===== config.mk =====
export PLATFORM = sky130hd
export DESIGN_NAME = hazard_stall_ctrl_flat
export DESIGN_NICKNAME = d
export VERILOG_FILES = /design/src/rtl/hazard_stall_ctrl_if.sv /design/src/rtl/hazard_stall_ctrl.sv /design/src/flat_wrapper.sv
export SDC_FILE = /design/constraint.sdc
export NUM_CORES = 1
export LEC_CHECK = 0
export ABC_AREA = 1
export BUFFER_PORTS_ARGS = -buffer_cell sky130_fd_sc_hd__buf_2
export CAP_MARGIN = 10
export CORE_UTILIZATION = 49
export CTS_CLUSTER_SIZE = 16
export DETAILED_ROUTE_END_ITERATION = 8
export GPL_TIMING_DRIVEN = 0
export PLACE_DENSITY = 0.78
export SYNTH_ARGS = -nofsm -noshare
export SYNTH_HDL_FRONTEND = slang
export SYNTH_SLANG_ARGS = --single-unit

===== constraint.sdc =====
create_clock -name clk -period 1.9 [get_ports clk]
set_clock_uncertainty 0.05 [all_clocks]
set_input_delay 0.19 -clock clk [delete_from_list [all_inputs] [get_ports clk]]
set_output_delay 0.19 -clock clk [all_outputs]
set_load 0.005 [all_outputs]

===== src/rtl/hazard_stall_ctrl_if.sv =====
// D-stage decode bundle and interlock controls of hazard_stall_ctrl.
// master drives decode info, slave is the interlock controller.
interface hazard_stall_ctrl_if;
  logic [1:0] tuse_rs;
  logic [1:0] tuse_rt;
  logic [2:0] res_d;
  logic [4:0] rs_d;
  logic [4:0] rt_d;
  logic [4:0] dst_d;
  logic       md_start_d;
  logic       md_is_div_d;
  logic       md_use_d;
  logic       flush;
  logic       stall;
  logic       en_pc;
  logic       en_d;
  logic       clr_e;
  logic       md_busy;
  logic [4:0] dst_e;
  logic [4:0] dst_m;
  logic [1:0] tnew_e;
  logic [1:0] tnew_m;

  modport master (
    output tuse_rs, tuse_rt, res_d,
    output rs_d, rt_d, dst_d,
    output md_start_d, md_is_div_d,
    output md_use_d, flush,
    input  stall, en_pc, en_d, clr_e,
    input  md_busy, dst_e, dst_m,
    input  tnew_e, tnew_m
  );

  modport slave (
    input  tuse_rs, tuse_rt, res_d,
    input  rs_d, rt_d, dst_d,
    input  md_start_d, md_is_div_d,
    input  md_use_d, flush,
    output stall, en_pc, en_d, clr_e,
    output md_busy, dst_e, dst_m,
    output tnew_e, tnew_m
  );
endinterface


===== src/rtl/hazard_stall_ctrl.sv =====
// 5-stage MIPS interlock: Tuse/Tnew shadow pipe plus HI/LO busy counter.
// Define HAZ_STALL_STAT_EN to add stall_cnt / md_stall_cnt statistics.
module hazard_stall_ctrl #(
  parameter int MULT_CYCLES = 5,
  parameter int DIV_CYCLES  = 10
) (
  input logic clk,
  input logic reset_n,
  hazard_stall_ctrl_if.slave bus
`ifdef HAZ_STALL_STAT_EN
  ,
  output logic [31:0] stall_cnt,
  output logic [31:0] md_stall_cnt
`endif
);
  localparam logic [2:0] RES_NW  = 3'd0;
  localparam logic [2:0] RES_ALU = 3'd1;
  localparam logic [2:0] RES_DM  = 3'd2;

  localparam int MAXC =
    (MULT_CYCLES > DIV_CYCLES) ?
    MULT_CYCLES : DIV_CYCLES;
  localparam int CW = $clog2(MAXC + 1);
  localparam logic [CW-1:0] MULT_LD =
    CW'(MULT_CYCLES);
  localparam logic [CW-1:0] DIV_LD =
    CW'(DIV_CYCLES);

  logic [4:0]    dst_e_q, dst_m_q;
  logic [1:0]    tnew_e_q, tnew_m_q;
  logic          md_e_q, md_div_q;
  logic [CW-1:0] md_cnt_q;

  logic [1:0] tnew_d;
  logic [4:0] dst_in;
  logic       rs_haz, rt_haz, md_haz;
  logic       stall, issue, md_busy;

  always_comb begin
    tnew_d = 2'd0;
    dst_in = bus.dst_d;
    unique case (1'b1)
      bus.res_d == RES_ALU: tnew_d = 2'd1;
      bus.res_d == RES_DM:  tnew_d = 2'd2;
      bus.res_d == RES_NW:  dst_in = 5'd0;
      default: ;
    endcase
  end

  // $0 is excluded on the consumer side
  assign rs_haz =
    (bus.rs_d != 5'd0) &&
    (bus.tuse_rs != 2'd3) &&
    ((bus.rs_d == dst_e_q &&
      tnew_e_q > bus.tuse_rs) ||
     (bus.rs_d == dst_m_q &&
      tnew_m_q > bus.tuse_rs));

  assign rt_haz =
    (bus.rt_d != 5'd0) &&
    (bus.tuse_rt != 2'd3) &&
    ((bus.rt_d == dst_e_q &&
      tnew_e_q > bus.tuse_rt) ||
     (bus.rt_d == dst_m_q &&
      tnew_m_q > bus.tuse_rt));

  assign md_busy = (md_cnt_q != '0);
  assign md_haz  = bus.md_use_d &
                   (md_busy | md_e_q);
  assign stall   = rs_haz | rt_haz | md_haz;
  assign issue   = ~stall & ~bus.flush;

  assign bus.stall   = stall;
  assign bus.en_pc   = ~stall;
  assign bus.en_d    = ~stall;
  assign bus.clr_e   = stall | bus.flush;
  assign bus.md_busy = md_busy;
  assign bus.dst_e   = dst_e_q;
  assign bus.dst_m   = dst_m_q;
  assign bus.tnew_e  = tnew_e_q;
  assign bus.tnew_m  = tnew_m_q;

  always_ff @(posedge clk or negedge reset_n) begin
    if (!reset_n) begin
      dst_e_q  <= 5'd0;
      tnew_e_q <= 2'd0;
      dst_m_q  <= 5'd0;
      tnew_m_q <= 2'd0;
    end else begin
      dst_m_q  <= dst_e_q;
      tnew_m_q <= (tnew_e_q != 2'd0) ?
                  tnew_e_q - 2'd1 : 2'd0;
      if (issue) begin
        dst_e_q  <= dst_in;
        tnew_e_q <= tnew_d;
      end else begin
        dst_e_q  <= 5'd0;
        tnew_e_q <= 2'd0;
      end
    end
  end

  // a flush while the md op sits in E cancels it
  always_ff @(posedge clk or negedge reset_n) begin
    if (!reset_n) begin
      md_e_q   <= 1'b0;
      md_div_q <= 1'b0;
      md_cnt_q <= '0;
    end else begin
      md_e_q <= issue & bus.md_start_d;
      if (issue)
        md_div_q <= bus.md_is_div_d;
      if (md_e_q && !bus.flush)
        md_cnt_q <= md_div_q ? DIV_LD : MULT_LD;
      else if (md_busy)
        md_cnt_q <= md_cnt_q - CW'(1);
    end
  end

`ifdef HAZ_STALL_STAT_EN
  always_ff @(posedge clk or negedge reset_n) begin
    if (!reset_n) begin
      stall_cnt    <= 32'd0;
      md_stall_cnt <= 32'd0;
    end else begin
      if (stall)
        stall_cnt <= stall_cnt + 32'd1;
      if (md_haz)
        md_stall_cnt <= md_stall_cnt + 32'd1;
    end
  end
`endif
endmodule

===== src/flat_wrapper.sv =====
// flat-port wrapper written by rule: the top's interface ports become plain ports
module hazard_stall_ctrl_flat 
#(
  parameter int MULT_CYCLES = 5,
  parameter int DIV_CYCLES  = 10
)
  (clk, reset_n, bus_tuse_rs, bus_tuse_rt, bus_res_d, bus_rs_d, bus_rt_d, bus_dst_d, bus_md_start_d, bus_md_is_div_d, bus_md_use_d, bus_flush, bus_stall, bus_en_pc, bus_en_d, bus_clr_e, bus_md_busy, bus_dst_e, bus_dst_m, bus_tnew_e, bus_tnew_m);
  hazard_stall_ctrl_if bus_i ();
  input logic clk;
  input logic reset_n;
  input wire logic [$bits(bus_i.tuse_rs)-1:0] bus_tuse_rs;
  input wire logic [$bits(bus_i.tuse_rt)-1:0] bus_tuse_rt;
  input wire logic [$bits(bus_i.res_d)-1:0] bus_res_d;
  input wire logic [$bits(bus_i.rs_d)-1:0] bus_rs_d;
  input wire logic [$bits(bus_i.rt_d)-1:0] bus_rt_d;
  input wire logic [$bits(bus_i.dst_d)-1:0] bus_dst_d;
  input wire logic [$bits(bus_i.md_start_d)-1:0] bus_md_start_d;
  input wire logic [$bits(bus_i.md_is_div_d)-1:0] bus_md_is_div_d;
  input wire logic [$bits(bus_i.md_use_d)-1:0] bus_md_use_d;
  input wire logic [$bits(bus_i.flush)-1:0] bus_flush;
  output wire logic [$bits(bus_i.stall)-1:0] bus_stall;
  output wire logic [$bits(bus_i.en_pc)-1:0] bus_en_pc;
  output wire logic [$bits(bus_i.en_d)-1:0] bus_en_d;
  output wire logic [$bits(bus_i.clr_e)-1:0] bus_clr_e;
  output wire logic [$bits(bus_i.md_busy)-1:0] bus_md_busy;
  output wire logic [$bits(bus_i.dst_e)-1:0] bus_dst_e;
  output wire logic [$bits(bus_i.dst_m)-1:0] bus_dst_m;
  output wire logic [$bits(bus_i.tnew_e)-1:0] bus_tnew_e;
  output wire logic [$bits(bus_i.tnew_m)-1:0] bus_tnew_m;
  assign bus_i.tuse_rs = bus_tuse_rs;
  assign bus_i.tuse_rt = bus_tuse_rt;
  assign bus_i.res_d = bus_res_d;
  assign bus_i.rs_d = bus_rs_d;
  assign bus_i.rt_d = bus_rt_d;
  assign bus_i.dst_d = bus_dst_d;
  assign bus_i.md_start_d = bus_md_start_d;
  assign bus_i.md_is_div_d = bus_md_is_div_d;
  assign bus_i.md_use_d = bus_md_use_d;
  assign bus_i.flush = bus_flush;
  assign bus_stall = bus_i.stall;
  assign bus_en_pc = bus_i.en_pc;
  assign bus_en_d = bus_i.en_d;
  assign bus_clr_e = bus_i.clr_e;
  assign bus_md_busy = bus_i.md_busy;
  assign bus_dst_e = bus_i.dst_e;
  assign bus_dst_m = bus_i.dst_m;
  assign bus_tnew_e = bus_i.tnew_e;
  assign bus_tnew_m = bus_i.tnew_m;
  hazard_stall_ctrl #(.MULT_CYCLES(MULT_CYCLES), .DIV_CYCLES(DIV_CYCLES)) u_core (.clk(clk), .reset_n(reset_n), .bus(bus_i));
endmodule

==> out/qor.yml, run 1 <==
status:
  status: "finished with violations"
  violations: "setup timing"
worst_setup_path:
  end_kind: "output port"
  critical-path-max-stage-delay_ns: 0.48
  r2r_slack_ns: 0.05
  path_class: "flop to output port"
  cp-start-kind: "flop"
  slowest_stage: "dfrtp_2"
  reg2reg_to: "u_core.md_div_q"
  cp_top_family: "simple AND/OR/NAND/NOR gates"
  cp.arrival_ns: 1.85
  cp.depth: 10
  path_common_cell: "nand2_2"
  r2r_start: "u_core.bus.tnew_e[1]"
  cp_max_fo: 3
  critPathLaunch: "u_core.bus.tnew_e[1]"
  worst-path-buf-inv: 2
  worst_ep_required_time_ns: 1.66
  worst-r2r-cell-count: 12
  path_cells: "ha_4, nand2_2, o21ai_2, nor2_1, nand3_1, nand2_2, buf_4, nand2_2, nand4_4, buf_6"
  endpoint: "bus_clr_e"
cts:
  worstSkewPairLatency_ns: 0.29
  cts.sinks: 20
  htreeDepth: 1
  numCtsBuffers: 3
  clockBufferDepth: 2
  root_buffer: "clkbuf_4"
  clkSlewWorstSetupHoldPaths_ns: 0.11
  cts_tree: "built"
synthesis:
  yosysMostFrequentCell: "nand2_1"
  syn_area_um2: 1354
  synthTopCellsByCount: "nand2_1 (55), inv_1 (40), nor2_1 (23), dfrtp_1 (20), ha_1 (10)"
  synthArstFlopShare_pct: 100.0
  ys_types: 22
  synth_fp_nets: 228
  yosysTopAreaCell: "dfrtp_1"
  synth_enable_flop_cells: 0
  ys_ff_latch: 20
  netlist.area_leader.share_pct: 36.97
  synthCells: 190
  synth.area.top_cells: "dfrtp_1 (37%), nand2_1 (15%), inv_1 (11%), ha_1 (9.2%), nor2_1 (6.4%)"
  ys.flop_type: "dfrtp_1"
  syn_avg_cell_area_um2: 7.125
  synth_seq_area_share_pct: 36.97
  ys_warn_count: 0
timing:
  timing.final.hold_violations: 0
  min_period_ns: 2.094
  fmax_mhz: 477.5
  hold-worst-slack_ns: 0.04477
  max-slew-margin-rel_pct: 72.35
  fin_crit_sh_pct: 110.2
  setup_slack_ns: -0.1944
  worst_slew_pin_slew_ns: 0.4147
  finalMaxSlewViolations: 0
  rsz0062_at_grt: "yes"
  setup_viol: 4
route:
  vias: 1416
  drt.antenna.violating_nets: 0
  viasPerCell: 5.094
  drt_iter0_markers: 39
  wl_per_cell_um: 12.90
  drtPass1Iterations: 6
  routed_wl_um: 3586
  drc_errors: 0
grt:
  grt_pass1_wl_um: 5106
  grt_max_degree: 21
  grt_use_total_pct: 24.40
  gr-total-overflow: 0
  grt_pass1_vias: 1199
  antenna_found_initial: 0
place:
  dpl-instance-area_um2: 1622
  dp_cells: 266
  gp_congestion: 0.9243
  hpwl_um: 2389
  port_buffers: 46
floorplanning:
  die_h_um: 54.56
  core_um2: 2545
  rows: 18
  num_io_pins: 47
  die_area_um2: 2977
  die_w_um: 54.56
  initial_core_util_pct: 53.20
layout:
  drive_above_1_share_pct: 37.50
  layout.nets: 287
  stdcell_area_um2: 1891
  num_antenna_cells: 0
  area_delta_synth_final_pct: 39.65
  layoutNonFillerInstCount: 278
power_and_ir_drop:
  switchingPower_w: 0.0004516
  vdd_drop_max_mv: 0.6796
  comb_power_share_pct: 38.7
  cellPowerDensity_nw_per_um2: 692.3
  intPower_w: 0.0008571
  pwr-share-seq_pct: 43.3
  clkPwrFrac_pct: 17.9
  power.leakage_nw: 1.058
  power_switching_share_pct: 34.51
worst_hold_path:
  hold_path.class: "input port to flop"
job:
  maxCapViolations: 0
cell usage in the layout, fill, tap and decap left out:
cell,netlist,final
nand2_1,55,49
buf_2,0,44
inv_1,40,37
nor2_1,23,21
dfrtp_1,20,18
nand2_2,3,9
ha_4,0,8
xor2_1,6,6
buf_4,1,6
nand3_1,6,5
a21oi_2,0,5
inv_2,1,4
nand4_1,4,4
buf_6,0,4
o21ai_0,4,3
clkbuf_4,0,3
o21ai_2,1,2
nor2_2,0,2
nor3_1,2,2
xnor2_1,2,2
ha_1,10,2
dfrtp_2,0,2
o21ai_1,1,1
nand3_2,0,1
o211ai_2,1,1
nand4_4,1,1
o22ai_1,1,1
a21oi_1,6,1
a221oi_1,1,1
o211ai_1,1,1
clkbuf_8,0,1
dlygate4sd3_1,0,1
sequential cells by signal, indices dropped and copies added (netlist names):
register / cells
u_core.md_cnt_q: 4
u_core.bus.dst_e: 5
u_core.bus.tnew_e: 2
u_core.bus.tnew_m: 2
u_core.md_e_q: 1
u_core.bus.dst_m: 5
u_core.md_div_q: 1
layer usage:
layer	wire [µm]	vias up	global-route usage, %
li1	-	701	-
met1	1467	636	31.75
met2	1819	69	43.50
met3	216	10	0.8333
met4	83	0	7.692
met5	0	-	0
cell families (layout without fill, tap and decap cells):
group                      after synthesis  in the layout  synth area share, %
buffers and inverters                   42            100                11.92
and+or+nand+nor                         94             94                29.39
xor gates and xnor gates                 8              8                5.176
adders and majority gates               10             10                9.242
DFF                                     20             20                36.97
AOI/OAI and AO/OA                       16             16                7.302
repair_timing:
action,4_1_cts,5_1_grt
hold endpoints to repair,20,0
pin swaps,21,14
endpoints found under the setup margin,4,13
setup buffers,6,1
hold buffers,1,0
resized for setup,26,7
per-stage QoR:
step           total power (W)  util, %  TNS, ns  setup slack, ns
2_1_floorplan        0.0008461        -        0           0.1846
3_3_place_gp         0.0009799    63.72        0          0.01950
3_5_place_dp          0.001001    63.72        0          0.03011
4_1_cts               0.001279    72.66  -0.4561          -0.1539
5_1_grt               0.001411    74.29   -1.245          -0.3191
6_report              0.001309    74.29  -0.5768          -0.1944
power by group through the flow:
stage | logic (W) | clock network [W] | registers, W
final | 0.000507 | 0.000235 | 0.000567
after global routing | 0.000572 | 0.000263 | 0.000575
after CTS | 0.000480 | 0.000236 | 0.000564
after detailed placement | 0.000429 | 0 | 0.000572
after global placement | 0.000413 | 0 | 0.000567
after floorplan | 0.000289 | 0 | 0.000557
final cells by class:
cell class	count	area [µm²]
multi-input cells	128	839.6
flip-flops and latches	20	503.0
repair buffers	54	309.0
well taps	30	37.54
plain buffers	1	11.26
fillers	213	654.4
inverters	41	153.9
clock buffers	4	36.28
worst min-delay path by stage:
stage                         startpoint                   to  slack [ns]  cells after the start
final                     bus_md_start_d        u_core.md_e_q        0.04                      3
after global routing      bus_md_start_d        u_core.md_e_q        0.04                      3
after CTS                 bus_md_start_d        u_core.md_e_q        0.04                      3
after detailed placement         reset_n      u_core.md_div_q         0.1                      1
after global placement           reset_n   u_core.md_cnt_q[1]        0.10                      1
after floorplan                  reset_n  u_core.bus.dst_e[0]       -0.16                      0
worst min-delay path, delay by kind of cell:
kind / cells / cell delay (ns)
simple gates: 1 / 0.04
buf+inv: 2 / 0.13
(Power assumes the default switching activity.)
==> run 2, diff against run 1 <==
--- a/config.mk
+++ b/config.mk
@@ -8,11 +8,11 @@
 export ABC_AREA = 1
 export BUFFER_PORTS_ARGS = -buffer_cell sky130_fd_sc_hd__buf_2
 export CAP_MARGIN = 10
-export CORE_UTILIZATION = 49
+export CORE_UTILIZATION = 53
 export CTS_CLUSTER_SIZE = 16
 export DETAILED_ROUTE_END_ITERATION = 8
 export GPL_TIMING_DRIVEN = 0
-export PLACE_DENSITY = 0.78
+export PLACE_DENSITY = 0.84
 export SYNTH_ARGS = -nofsm -noshare
 export SYNTH_HDL_FRONTEND = slang
 export SYNTH_SLANG_ARGS = --single-unit
==> constraint.sdc (replaced) <==
create_clock -name clk -period 2.7 [get_ports clk]
set_clock_uncertainty 0.05 [all_clocks]
set_input_delay 0.27 -clock clk [delete_from_list [all_inputs] [get_ports clk]]
set_output_delay 0.27 -clock clk [all_outputs]
set_load 0.005 [all_outputs]
==> run 2 against run 1 <==
  * The run now ends clean
  * Global-route usage fell by 1.6 points
  * Critical path depth stayed put
  * First-iteration DRC count shrank 10%
  * Cell count fell by 3.6%
  * Sequential power down 30%
  * Worst setup slack improved by 0.57 ns
  * Die area decreased by 7.3%
  * Critical path type unchanged
  * Largest cell class unchanged
==> out/qor.yml, run 2 (synthesized netlist as in run 1, its figures left out) <==
timing:
  fin_setup_tns_ns: 0  # +0.5768 ns
  timing.final.hold_violations: 0  # unchanged
  fin_crit_sh_pct: 86.21
  finalMaxSlewViolations: 0  # unchanged
  min_period_ns: 2.328
  rsz0062_at_grt: "no"
  fmax_mhz: 429.6
  worst_slew_pin_slew_ns: 0.4149  # +0.0002152 ns
  setup_viol: 0  # -4
  max-slew-margin-rel_pct: 72.34  # about the same
worst_hold_path:
  min_from: "bus_md_start_d"
  hold_path.class: "input port to flop"
place:
  dpl-instance-area_um2: 1619  # -0.15%
  port_buffers: 46  # unchanged
  gp_congestion: 0.8844  # -4.3%
  hpwl_um: 2403  # +0.61%
status:
  status: "finished clean"
cts:
  ctsHoldBuffers: 1  # unchanged
  htreeDepth: 1  # unchanged
  root_buffer: "clkbuf_4"
  post-cts-setup-buffer-count: 0  # -6
  ctsResizeCount: 0  # -100%
  clockBufferDepth: 2  # unchanged
  cts_tree: "built"
  numCtsBuffers: 3  # unchanged
  worstSkewPairLatency_ns: 0.28  # about the same
  cts.sinks: 20  # unchanged
  clkSlewWorstSetupHoldPaths_ns: 0.10  # about the same
floorplanning:
  die_w_um: 52.54  # -3.7%
  rows: 17  # -1
  num_io_pins: 47  # unchanged
  die_area_um2: 2760  # -7.3%
  core_um2: 2318  # -8.9%
  die_h_um: 52.54  # -3.7%
  initial_core_util_pct: 58.39  # +5.2 points
route:
  drtPass1Iterations: 4  # -2
  wl_per_cell_um: 10.33  # -20%
  drt_iter0_markers: 35  # -10%
  drt.antenna.violating_nets: 0  # unchanged
  drc_errors: 0  # unchanged
  routed_wl_um: 2769  # -23%
  viasPerCell: 4.862  # -4.5%
  vias: 1303  # -8.0%
worst_setup_path:
  path_class: "flop to output port"
  path_cells: "ha_1, a21oi_1, nor2_1, nand3_1, nand2_1, a21oi_1, nand2_1, inv_1, buf_4, buf_2"
  slowest_stage: "dfrtp_1"
  cp-start-kind: "flop"
  worst_ep_required_time_ns: 2.38  # +0.72 ns
  end_kind: "output port"
  critical-path-max-stage-delay_ns: 0.44  # -0.04 ns
  r2r_start: "u_core.bus.tnew_e[1]"
  critPathLaunch: "u_core.bus.tnew_e[1]"
  cp.arrival_ns: 2.01  # +0.16 ns
  cp_max_fo: 5  # +2
power_and_ir_drop:
  vdd_drop_max_mv: 0.4846  # -29%
  power.leakage_nw: 1.005  # -5.0%
  cellPowerDensity_nw_per_um2: 497.0  # -28%
layout:
  layout.nets: 280  # -2.4%
  stdcell_area_um2: 1652  # -13%
  final.fill_count: 213  # unchanged
  final_common_cell: "nand2_1"
  layout_common_cells: "nand2_1 (55), buf_2 (46), inv_1 (40), nor2_1 (23), dfrtp_1 (20)"
  drive_above_1_share_pct: 23.75  # -14 points
  area_delta_synth_final_pct: 22.00
  num_antenna_cells: 0  # unchanged
grt:
  grt_pass1_wl_um: 4678  # -8.4%
  grt_use_total_pct: 22.76  # -1.6 points
  antenna_found_initial: 0  # unchanged
  gr-total-overflow: 0  # unchanged
  grt_max_degree: 21  # unchanged
  grt_pass1_vias: 1205  # +0.50%
job:
  maxCapViolations: 0  # unchanged
run 2: final timing paths:
path / endpoint / slack [ns] / cells after the start
min in group asynchronous: u_core.bus.dst_m[1] / 0.39 / 2
setup reg to reg: u_core.md_div_q / 0.99 / 9
setup / recovery: bus_en_pc / 0.37 / 10
max in group asynchronous: u_core.bus.dst_e[3] / 1.92 / 2
hold / removal: u_core.md_e_q / 0.14 / 3
hold reg to reg: u_core.bus.dst_m[3] / 0.39 / 0
run 2: area by class of cell:
type	count	area (µm²)	area share, %
Tap cell	28	35.03	2.121
Sequential cell	20	500.5	30.30
Clock buffer	3	22.52	1.364
Inverter	41	153.9	9.318
Multi-Input combinational cell	128	691.9	41.89
Timing Repair Buffer	47	240.2	14.55
Buffer	1	7.507	0.4545
run 2: where the power goes:
part / switching (W) / total, W / internal [W]
Clock: 0.0000741 / 0.000126 / 0.0000516
Sequential: 0.0000449 / 0.000395 / 0.000350
Combinational: 0.000160 / 0.000301 / 0.000141
Total: 0.000279 / 0.000821 / 0.000542
run 2: per-stage QoR:
| stage | setup WS [ns] | hold slack [ns] | util [%] | cells | power (W) |
|---|---|---|---|---|---|
| 2_1_floorplan | 0.9046 | -0.07559 | - | 190 | 0.0005954 |
| 3_3_place_gp | 0.7044 | 0.1769 | 69.83 | 264 | 0.0006895 |
| 3_5_place_dp | 0.6970 | 0.1757 | 69.83 | 264 | 0.0007022 |
| 4_1_cts | 0.3650 | 0.1396 | 71.24 | 268 | 0.0008286 |
| 5_1_grt | 0.2259 | 0.1320 | 71.24 | 268 | 0.0008867 |
| 6_report | 0.3723 | 0.1427 | 71.24 | 268 | 0.0008208 |
run 2: critical path, delay by kind of cell, from the launching register on:
family | cells | cell delay, ns
compound gates | 2 | 0.35
fa+ha+maj | 1 | 0.33
buf+inv | 3 | 0.28
flops | 1 | 0.44
simple gates | 4 | 0.33
run 2: layer usage:
metal / up-vias / GRT usage (%) / part of all wire (%)
met5: - / 0 / 0
met4: 0 / 5.263 / 0.36
met3: 2 / 2.609 / 6.0
met2: 43 / 41.35 / 48
met1: 577 / 28.49 / 46
li1: 681 / - / -
